`src/rtl/riscv_multi_cycle_core.sv`:
```
// riscv_multi_cycle_core: multi-cycle RV32I-subset core with one shared req/ready memory port
//   clk, rst          clock and synchronous active-high reset
//   mem_req/mem_we    transfer request and direction (1 = store)
//   mem_addr          word address, low two bits always 0
//   mem_wdata         store data (rs2)
//   mem_ready         transfer completes in any cycle with mem_req && mem_ready
//   mem_rdata         read data, sampled in the completing cycle
//   retire            one-cycle pulse in each instruction's final state
//   pc_dbg            current PC
//   trap              sticky illegal-instruction flag
// Build option RISCV_ILLEGAL_TRAP_EN: unknown instructions set trap and halt until rst;
// without it they retire as NOPs and trap is tied 0.
module riscv_multi_cycle_core #(
    parameter logic [31:0] RESET_PC = 32'h0000_0000,
    parameter int          ADDR_W   = 32,
    parameter int          NUM_REGS = 32
) (
    input  logic              clk,
    input  logic              rst,
    output logic              mem_req,
    output logic              mem_we,
    output logic [ADDR_W-1:0] mem_addr,
    output logic [31:0]       mem_wdata,
    input  logic              mem_ready,
    input  logic [31:0]       mem_rdata,
    output logic              retire,
    output logic [31:0]       pc_dbg,
    output logic              trap
);
    localparam int RW = $clog2(NUM_REGS);
    localparam logic [6:0] OP_LUI = 7'b0110111;
    localparam logic [6:0] OP_R   = 7'b0110011;
    localparam logic [6:0] OP_I   = 7'b0010011;
    localparam logic [6:0] OP_LW  = 7'b0000011;
    localparam logic [6:0] OP_SW  = 7'b0100011;
    localparam logic [6:0] OP_BR  = 7'b1100011;
    localparam logic [6:0] OP_JAL = 7'b1101111;

    typedef enum logic [2:0] {
        FETCH, DECODE, EXEC, MEM, WB
`ifdef RISCV_ILLEGAL_TRAP_EN
        , HALT
`endif
    } state_t;

    state_t state, next;
    logic [31:0] pc, ir, a, b, imm, alu_out, mdr;
    logic [31:0] regs [NUM_REGS];

    logic [6:0] opc, f7;
    logic [2:0] f3, alu_f3;
    logic [RW-1:0] rs1, rs2, rd;
    logic [31:0] imm_d, op2, alu, pc4, tgt, wb_data;
    logic legal, f3_ok, sub, taken;

    assign opc = ir[6:0];
    assign f3  = ir[14:12];
    assign f7  = ir[31:25];
    assign rs1 = ir[15 +: RW];
    assign rs2 = ir[20 +: RW];
    assign rd  = ir[7 +: RW];

    assign f3_ok = f3 inside {3'b000, 3'b010, 3'b100, 3'b110, 3'b111};
    assign legal = opc == OP_LUI || opc == OP_JAL
                || (opc == OP_R && ((f7 == 7'h00 && f3_ok) || (f7 == 7'h20 && f3 == 3'b000)))
                || (opc == OP_I && f3_ok)
                || ((opc == OP_LW || opc == OP_SW) && f3 == 3'b010)
                || (opc == OP_BR && f3[2:1] == 2'b00);

    assign imm_d = opc == OP_SW  ? {{20{ir[31]}}, ir[31:25], ir[11:7]}
                 : opc == OP_BR  ? {{19{ir[31]}}, ir[31], ir[7], ir[30:25], ir[11:8], 1'b0}
                 : opc == OP_JAL ? {{11{ir[31]}}, ir[31], ir[19:12], ir[20], ir[30:21], 1'b0}
                 : opc == OP_LUI ? {ir[31:12], 12'b0}
                 : {{20{ir[31]}}, ir[31:20]};

    // Loads/stores reuse the adder, so their funct3 must not select SLT
    assign alu_f3 = (opc == OP_R || opc == OP_I) ? f3 : 3'b000;
    assign op2    = opc == OP_R ? b : imm;
    assign sub    = opc == OP_R && f7[5];
    assign alu    = alu_f3 == 3'b111 ? a & op2
                  : alu_f3 == 3'b110 ? a | op2
                  : alu_f3 == 3'b100 ? a ^ op2
                  : alu_f3 == 3'b010 ? {31'b0, $signed(a) < $signed(op2)}
                  : sub ? a - op2 : a + op2;

    assign taken   = (a == b) ^ f3[0];
    assign pc4     = pc + 32'd4;
    assign tgt     = {pc[31:2] + imm[31:2], 2'b00};
    assign wb_data = opc == OP_LUI ? imm : opc == OP_JAL ? pc4 : opc == OP_LW ? mdr : alu_out;

    assign mem_wdata = b;
    assign pc_dbg    = pc;

    always_comb begin
        next     = state;
        mem_req  = 1'b0;
        mem_we   = 1'b0;
        retire   = 1'b0;
        mem_addr = {pc[ADDR_W-1:2], 2'b00};
        case (state)
            FETCH: begin
                mem_req = 1'b1;
                next    = mem_ready ? DECODE : FETCH;
            end
            DECODE: next = EXEC;
            EXEC: begin
                if (!legal) begin
`ifdef RISCV_ILLEGAL_TRAP_EN
                    next = HALT;
`else
                    retire = 1'b1;
                    next   = FETCH;
`endif
                end else if (opc == OP_BR) begin
                    retire = 1'b1;
                    next   = FETCH;
                end else begin
                    next = (opc == OP_LW || opc == OP_SW) ? MEM : WB;
                end
            end
            MEM: begin
                mem_req  = 1'b1;
                mem_we   = opc == OP_SW;
                mem_addr = {alu_out[ADDR_W-1:2], 2'b00};
                retire   = mem_we && mem_ready;
                next     = mem_ready ? (mem_we ? FETCH : WB) : MEM;
            end
            WB: begin
                retire = 1'b1;
                next   = FETCH;
            end
            default: next = state;
        endcase
        // Reset silences the bus immediately so an in-flight store never completes
        if (rst) begin
            mem_req = 1'b0;
            mem_we  = 1'b0;
            retire  = 1'b0;
        end
    end

    always_ff @(posedge clk) begin
        if (rst) begin
            state <= FETCH;
            pc    <= RESET_PC;
            for (int i = 0; i < NUM_REGS; i++) regs[i] <= '0;
        end else begin
            state <= next;
            case (state)
                FETCH: if (mem_ready) ir <= mem_rdata;
                DECODE: begin
                    a   <= regs[rs1];
                    b   <= regs[rs2];
                    imm <= imm_d;
                end
                EXEC: begin
                    alu_out <= alu;
                    if (opc == OP_BR && legal) pc <= taken ? tgt : pc4;
`ifndef RISCV_ILLEGAL_TRAP_EN
                    else if (!legal) pc <= pc4;
`endif
                end
                MEM: if (mem_ready) begin
                    if (opc == OP_SW) pc <= pc4;
                    else mdr <= mem_rdata;
                end
                WB: begin
                    if (rd != '0) regs[rd] <= wb_data;
                    pc <= opc == OP_JAL ? tgt : pc4;
                end
                default: ;
            endcase
        end
    end

`ifdef RISCV_ILLEGAL_TRAP_EN
    always_ff @(posedge clk) trap <= rst ? 1'b0 : trap | (state == EXEC && !legal);
`else
    assign trap = 1'b0;
`endif
endmodule

```
`config.mk`:
```
export PLATFORM = sky130hd
export DESIGN_NAME = riscv_multi_cycle_core
export DESIGN_NICKNAME = d
export VERILOG_FILES = /design/src/rtl/riscv_multi_cycle_core.sv
export SDC_FILE = /design/constraint.sdc
export NUM_CORES = 2
export LEC_CHECK = 0
export ABC_CLOCK_PERIOD_IN_PS = 10800
export BUFFER_PORTS_ARGS = -buffer_cell sky130_fd_sc_hd__buf_2
export CORE_ASPECT_RATIO = 0.6
export CORE_MARGIN = 5
export CORE_UTILIZATION = 64
export DETAILED_ROUTE_END_ITERATION = 16
export HOLD_SLACK_MARGIN = 0.1
export MAX_ROUTING_LAYER = met4
export PLACE_DENSITY_LB_ADDON = 0.05
export SETUP_SLACK_MARGIN = 0.05
export SLEW_MARGIN = 20
export SYNTH_ARGS = -nofsm -noshare
export SYNTH_HDL_FRONTEND = slang
export SYNTH_SLANG_ARGS = --single-unit
```
`constraint.sdc`:
```
create_clock -name clk -period 10.8 [get_ports clk]
set_clock_uncertainty 0.1 [all_clocks]
set_input_delay 1.08 -clock clk [delete_from_list [all_inputs] [get_ports clk]]
set_output_delay 1.08 -clock clk [all_outputs]
set_load 0.05 [all_outputs]
```
; ---- Word level (Yosys, flattened, before mapping)
; Memories as Yosys holds them, arrays and structs flattened. A register that Yosys moved wholly into a read port is not among the register bits.
; Cells that the tools add are included.
[totals]
regBits = 163
ram_bits = 1024
in_bits = 35
elab_cells = 120
memories = 1
[classes]
n_addsub = 4
magnitude_cmp = 1
n_eq_ne = 24
muxes = 46
bitwise = 6
reduce_logical = 32
[mem_list]
columns = name, depth, word_bits, read_ports, rd_clocked_by_memory_dff, wr, line_no
row1 = regs, 32, 32, 2, 2, 32, 48  ; logic [31:0] regs [NUM_REGS];
[ops]
columns = op, n
row1 = 32-bit 2-to-1 mux, 17
row2 = 31-bit 2-to-1 mux, 4
row3 = 32-bit case mux with 3 select lines, 1
row4 = "32-bit by 3-bit adder with 32-bit output, second input constant", 1
row5 = 32-bit adder, 1
row6 = 32-bit AND, 1
row7 = 32-bit == test, 1
row8 = 32-bit less-than comparator, 1
row9 = 32-bit OR, 1
row10 = 32-bit OR reduction, 1
row11 = 32-bit subtractor, 1
row12 = 32-bit bitwise XOR, 1
row13 = 30-bit adder, 1
row14 = "7-bit by 6-bit == test with 1-bit output, second input constant", 4
row15 = "3-bit == test, second input constant", 7
row16 = 3-bit 2-to-1 mux, 6
row17 = 1-bit 2-to-1 mux, 15
row18 = 3-bit case mux with 5 select lines, 1
row19 = 5-bit nonzero test, 3
row20 = "7-bit == test, second input constant", 2
row21 = "3-bit by 2-bit == test with 1-bit output, second input constant", 4
row22 = 1-bit logical AND, 9
row23 = 1-bit logical OR, 8
row24 = 4-bit AND reduction, 2
row25 = other kinds (16), 20

; ---- Logic depth before layout (Yosys ltp)
[depth]
depth_word = 12
mapped_depth = 17
depth_no_buf = 16

; ---- Worst setup path after synthesis
; Ideal clock, no wire load.
[synth_timing]
kind = input-to-reg
start = input rst
end = register a[0], read port of regs, enable pin
setup_ns = 0.688
arrival_time_ns = 8.674
required_time_ns = 10.012
path_slack_ns = 1.338
path_stages = 4
path_buffers = 3
cell_sequence = clkbuf_1 > clkbuf_1 > buf_1 > nor3b_1
[synth_between]
elab_chain_len = 2
[synth_lines]
columns = element, line_no
row1 = from (decl), 19  ; input logic rst,
row2 = 1-bit inverter (no source line), --
row3 = 2-bit AND reduction (no source line), --
row4 = to (decl), 47  ; logic [31:0] pc, ir, a, b, imm, alu_out, mdr;
; No other way between the ends.
; A chain may end at the register's enable or synchronous reset.

; ---- Worst setup path in the final report
[layout_timing]
start = register ir[4]
end = register alu_out[26] (data pin)
[layout_between]
elab_chain_len = 8
elab_cells_between_ends = 20
[layout_lines]
columns = element, line_no
row1 = from (decl), 47
row2 = from (signal assigned), 150  ; FETCH: if (mem_ready) ir <= mem_rdata;
row3 = 7-bit by 6-bit == test with 1-bit output or 7-bit by 5-bit == test with 1-bit output (tied branches), "77, 78, 79"
row4 = 32-bit 2-to-1 mux or 1-bit logical OR (tied branches), "78, 77"
row5 = "32-bit adder, or another cell as far along", 84  ; : sub ? a - op2 : a + op2;
row6 = 32-bit 2-to-1 mux or 3-bit by 2-bit == test with 1-bit output (tied branches), "84, 83"
row7 = 32-bit 2-to-1 mux, 83  ; : alu_f3 == 3'b010 ? {31'b0, $signed(a) < $signed(op2)}
row8 = 32-bit 2-to-1 mux, 82  ; : alu_f3 == 3'b100 ? a ^ op2
row9 = 32-bit 2-to-1 mux, 81  ; : alu_f3 == 3'b110 ? a | op2
row10 = 32-bit 2-to-1 mux *, 80  ; assign alu = alu_f3 == 3'b111 ? a & op2
row11 = net alu[26], 53  ; logic [31:0] imm_d, op2, alu, pc4, tgt, wb_data;
row12 = to (signal assigned), 157  ; alu_out <= alu;
row13 = to (decl), 47
; The timed path passes the listed nets; every way through them passes the cells marked *.

==> impl_metrics.ini <==
[placement]
portBuffers = 129
placed_cells = 6273
place_congestion = 1.01
post-dp-hpwl_um = 153000

[synth]
ys_seq_area_frac = 0.542
synthDistinctLibCells = 94
yosys_register_bits = 1249
synth.avg_cell_area_um2 = 13.7
netlist_area_um2 = 68600
synth-main-ff-cell = edfxtp_1
yosys.area.top_type = edfxtp_1
syn_inst = 5008
synthTopCellsByCount = edfxtp_1 (1216), nor2_1 (1133), mux4_2 (640), clkbuf_1 (281), nand2_1 (203)
synthTopCellsByArea = edfxtp_1 (53%), mux4_2 (21%), nor2_1 (6.2%)
synth_top_area_frac = 0.532
yosysWarnings = 0
ys_async_sr_fraction = 0
synth_edf_count = 1216
yosysMostFrequentCell = edfxtp_1

[cts]
numCtsBuffers = 113
post_cts_buffers = 0
cts_tree = yes
cts_sinks = 1249
ctsResizeCount = 0
clockRootBuffer = clkbuf_16
clkTransAtPathRegs_ns = 0.07
htree_num_levels = 3
postCtsHoldBufs = 0
cts.path.max_buffers = 3
insertion_delay_ns = 0.75

[pwr]
leakage_uw = 0.0266
clockPowerShare = 0.379
internal-power_uw = 8290
combPwrFrac = 0.113
ir_drop_uv = 171
switching_share = 0.251
seqPwrFrac = 0.507
power_density_nw_per_um2 = 149
p_sw_uw = 2790

[timing]
hold_viol = 0
timing.fmax_mhz = 175
slew_viol_final = 0
finalSetupViolCount = 0
tns_ns = 0
post-route-period-util = 0.528
grt_setup_unrepaired = no
period_needed_ns = 5.70
slew_headroom = 0.209
tightest_slew_ns = 1.18

[worst_setup_path]
regToRegSetupSlack_ns = 5.10
critical_path.top_delay_family = compound AO/OA/AOI/OAI gates
reg2reg_to = alu_out[26]
rr_startpoint = ir[4]
worstPathRequired_ns = 11.19
crit_slowest_cell = a211oi_1
worstPathMaxFanout = 32
startpoint = ir[4]
cp_cell_sequence = or3b_4, nor2_4, nand2_1, buf_4, mux2_2, inv_1, ha_1, nor2_1, o211ai_1, a211oi_1, nor3b_1, a21oi_1, a31oi_1, a21oi_1, mux2i_1, o211ai_1
startpoint_type = register
cp_num_buf_inv = 2
crit_arrival_ns = 6.09
reg2reg_depth = 16
crit_path_end_kind = register
path_class = register to register
critPathMaxStageDelay_ns = 0.79

[detailed_routing]
num_vias = 47913
drt_iter0_markers = 8976
vias_per_cell = 7.38
ant_nets = 0
dr.pass1.iters = 8
wl_um = 231000
wl_per_cell_um = 35.6
drc = 0

[run]
drv_cap = 0

[grt]
grtUsageTotal = 0.420
grt_first_pass_wirelength_um = 330000
grt_max_degree = 144
antenna_found_initial = 10
grt_pass1_vias = 44708
grt_overflow = 0

[final_layout]
fillers = 7210
syn_to_final_growth_pct = 8.68
final_nets = 5135
instances_no_fill = 6488
drive_gt1_frac = 0.263

[worst_hold_path]
min_from = mem_rdata[0]
holdPathEnd = ir[0]
hold_class = primary input to register
min_delay_path_depth = 1

[die]
ios = 135
die_h_um = 264
row_count = 93
die_x_um = 433
coreArea_um2 = 107000
start_util = 0.642
die_area_um2 = 114000

[status]
outcome = finished, final reports clean
[layer usage]
layer	track usage	vias to the layer above	wire length, um
met5	-	-	0
met4	0.103	0	6680
met3	0.163	378	42900
met2	0.527	4374	93000
met1	0.645	24152	88200
li1	-	19009	-
[per-stage QoR]
stage / hold slack [ns] / total power (uW) / util / instance area [um^2] / worst slack, ns
floorplan: 0.381 / 6480 / - / 68700 / 1.34
global placement: 0.447 / 6910 / 0.662 / 70700 / 5.47
detailed placement: 0.454 / 6930 / 0.662 / 70800 / 5.45
CTS: 0.381 / 11000 / 0.697 / 74500 / 5.35
global route: 0.398 / 11300 / 0.698 / 74500 / 4.93
finish: 0.417 / 11100 / 0.698 / 74500 / 5.10
[how the worst max path moves through the flow]
stage,end,cells after the start
2_1_floorplan,a[0],4
3_3_place_gp,alu_out[28],16
3_5_place_dp,alu_out[28],16
4_1_cts,retire,11
5_1_grt,alu_out[26],16
6_report,alu_out[26],16
[worst register-to-register path, stage by stage, from the launching register on]
cell      delay (ns)
edfxtp_1        0.48
or3b_4          0.34
nor2_4          0.08
nand2_1         0.08
buf_4           0.52
mux2_2          0.44
inv_1           0.08
ha_1            0.31
nor2_1          0.26
o211ai_1        0.28
a211oi_1        0.80
nor3b_1         0.27
a21oi_1         0.68
a31oi_1         0.21
a21oi_1         0.21
mux2i_1         0.21
o211ai_1        0.10
[power groups by stage]
| stage | clock [uW] | sequential (uW) | combinational [uW] |
|---|---|---|---|
| 6_report | 4200 | 5620 | 1260 |
| 4_1_cts | 4190 | 5610 | 1220 |
| 3_5_place_dp | 0 | 5710 | 1220 |
| 2_1_floorplan | 0 | 5690 | 797 |
| 5_1_grt | 4410 | 5630 | 1300 |
| 3_3_place_gp | 0 | 5700 | 1210 |
[area by class of cell]
class                   count  area (um^2)  share of cell area
repair buffers            261         1710              0.0230
multi-input cells        3225        29700               0.398
clock buffers             137         2920              0.0391
clock inverters            70          800              0.0107
well taps                1425         1780              0.0239
inverters                 113          424             0.00569
flip-flops and latches   1249        37200               0.499
diodes                      8         20.0            0.000269
[sequential cells by signal, summed over array words and instances, names as in the netlist]
signal,cells
regs,1024
a,32
alu_out,32
imm,32
ir,32
mdr,32
mem_wdata,32
pc_dbg,30
state,3
[cell families (layout without fill, tap and decap cells)]
group	Yosys count	count (layout)	synth area share
XOR/XNOR	108	108	0.0138
flip-flops	1249	1249	0.542
AO/OA/AOI/OAI	534	534	0.0517
buffers and inverters	570	581	0.0343
adder cells (fa/ha/maj)	137	137	0.0253
AND/OR/NAND/NOR	1629	1629	0.0998
multiplexers	780	780	0.233
other	1	45	0.0000547
[placed cells by master (no fill, tap or decap), types with 111 or more instances in the layout]
cell	count
a21oi_1	171
buf_2	128
buf_4	127
clkbuf_16	113
edfxtp_1	1216
ha_1	134
inv_1	111
mux2_2	129
mux4_2	640
nand2_1	180
nor2_1	1129
Note: power is estimated with default switching activity, not from simulation.
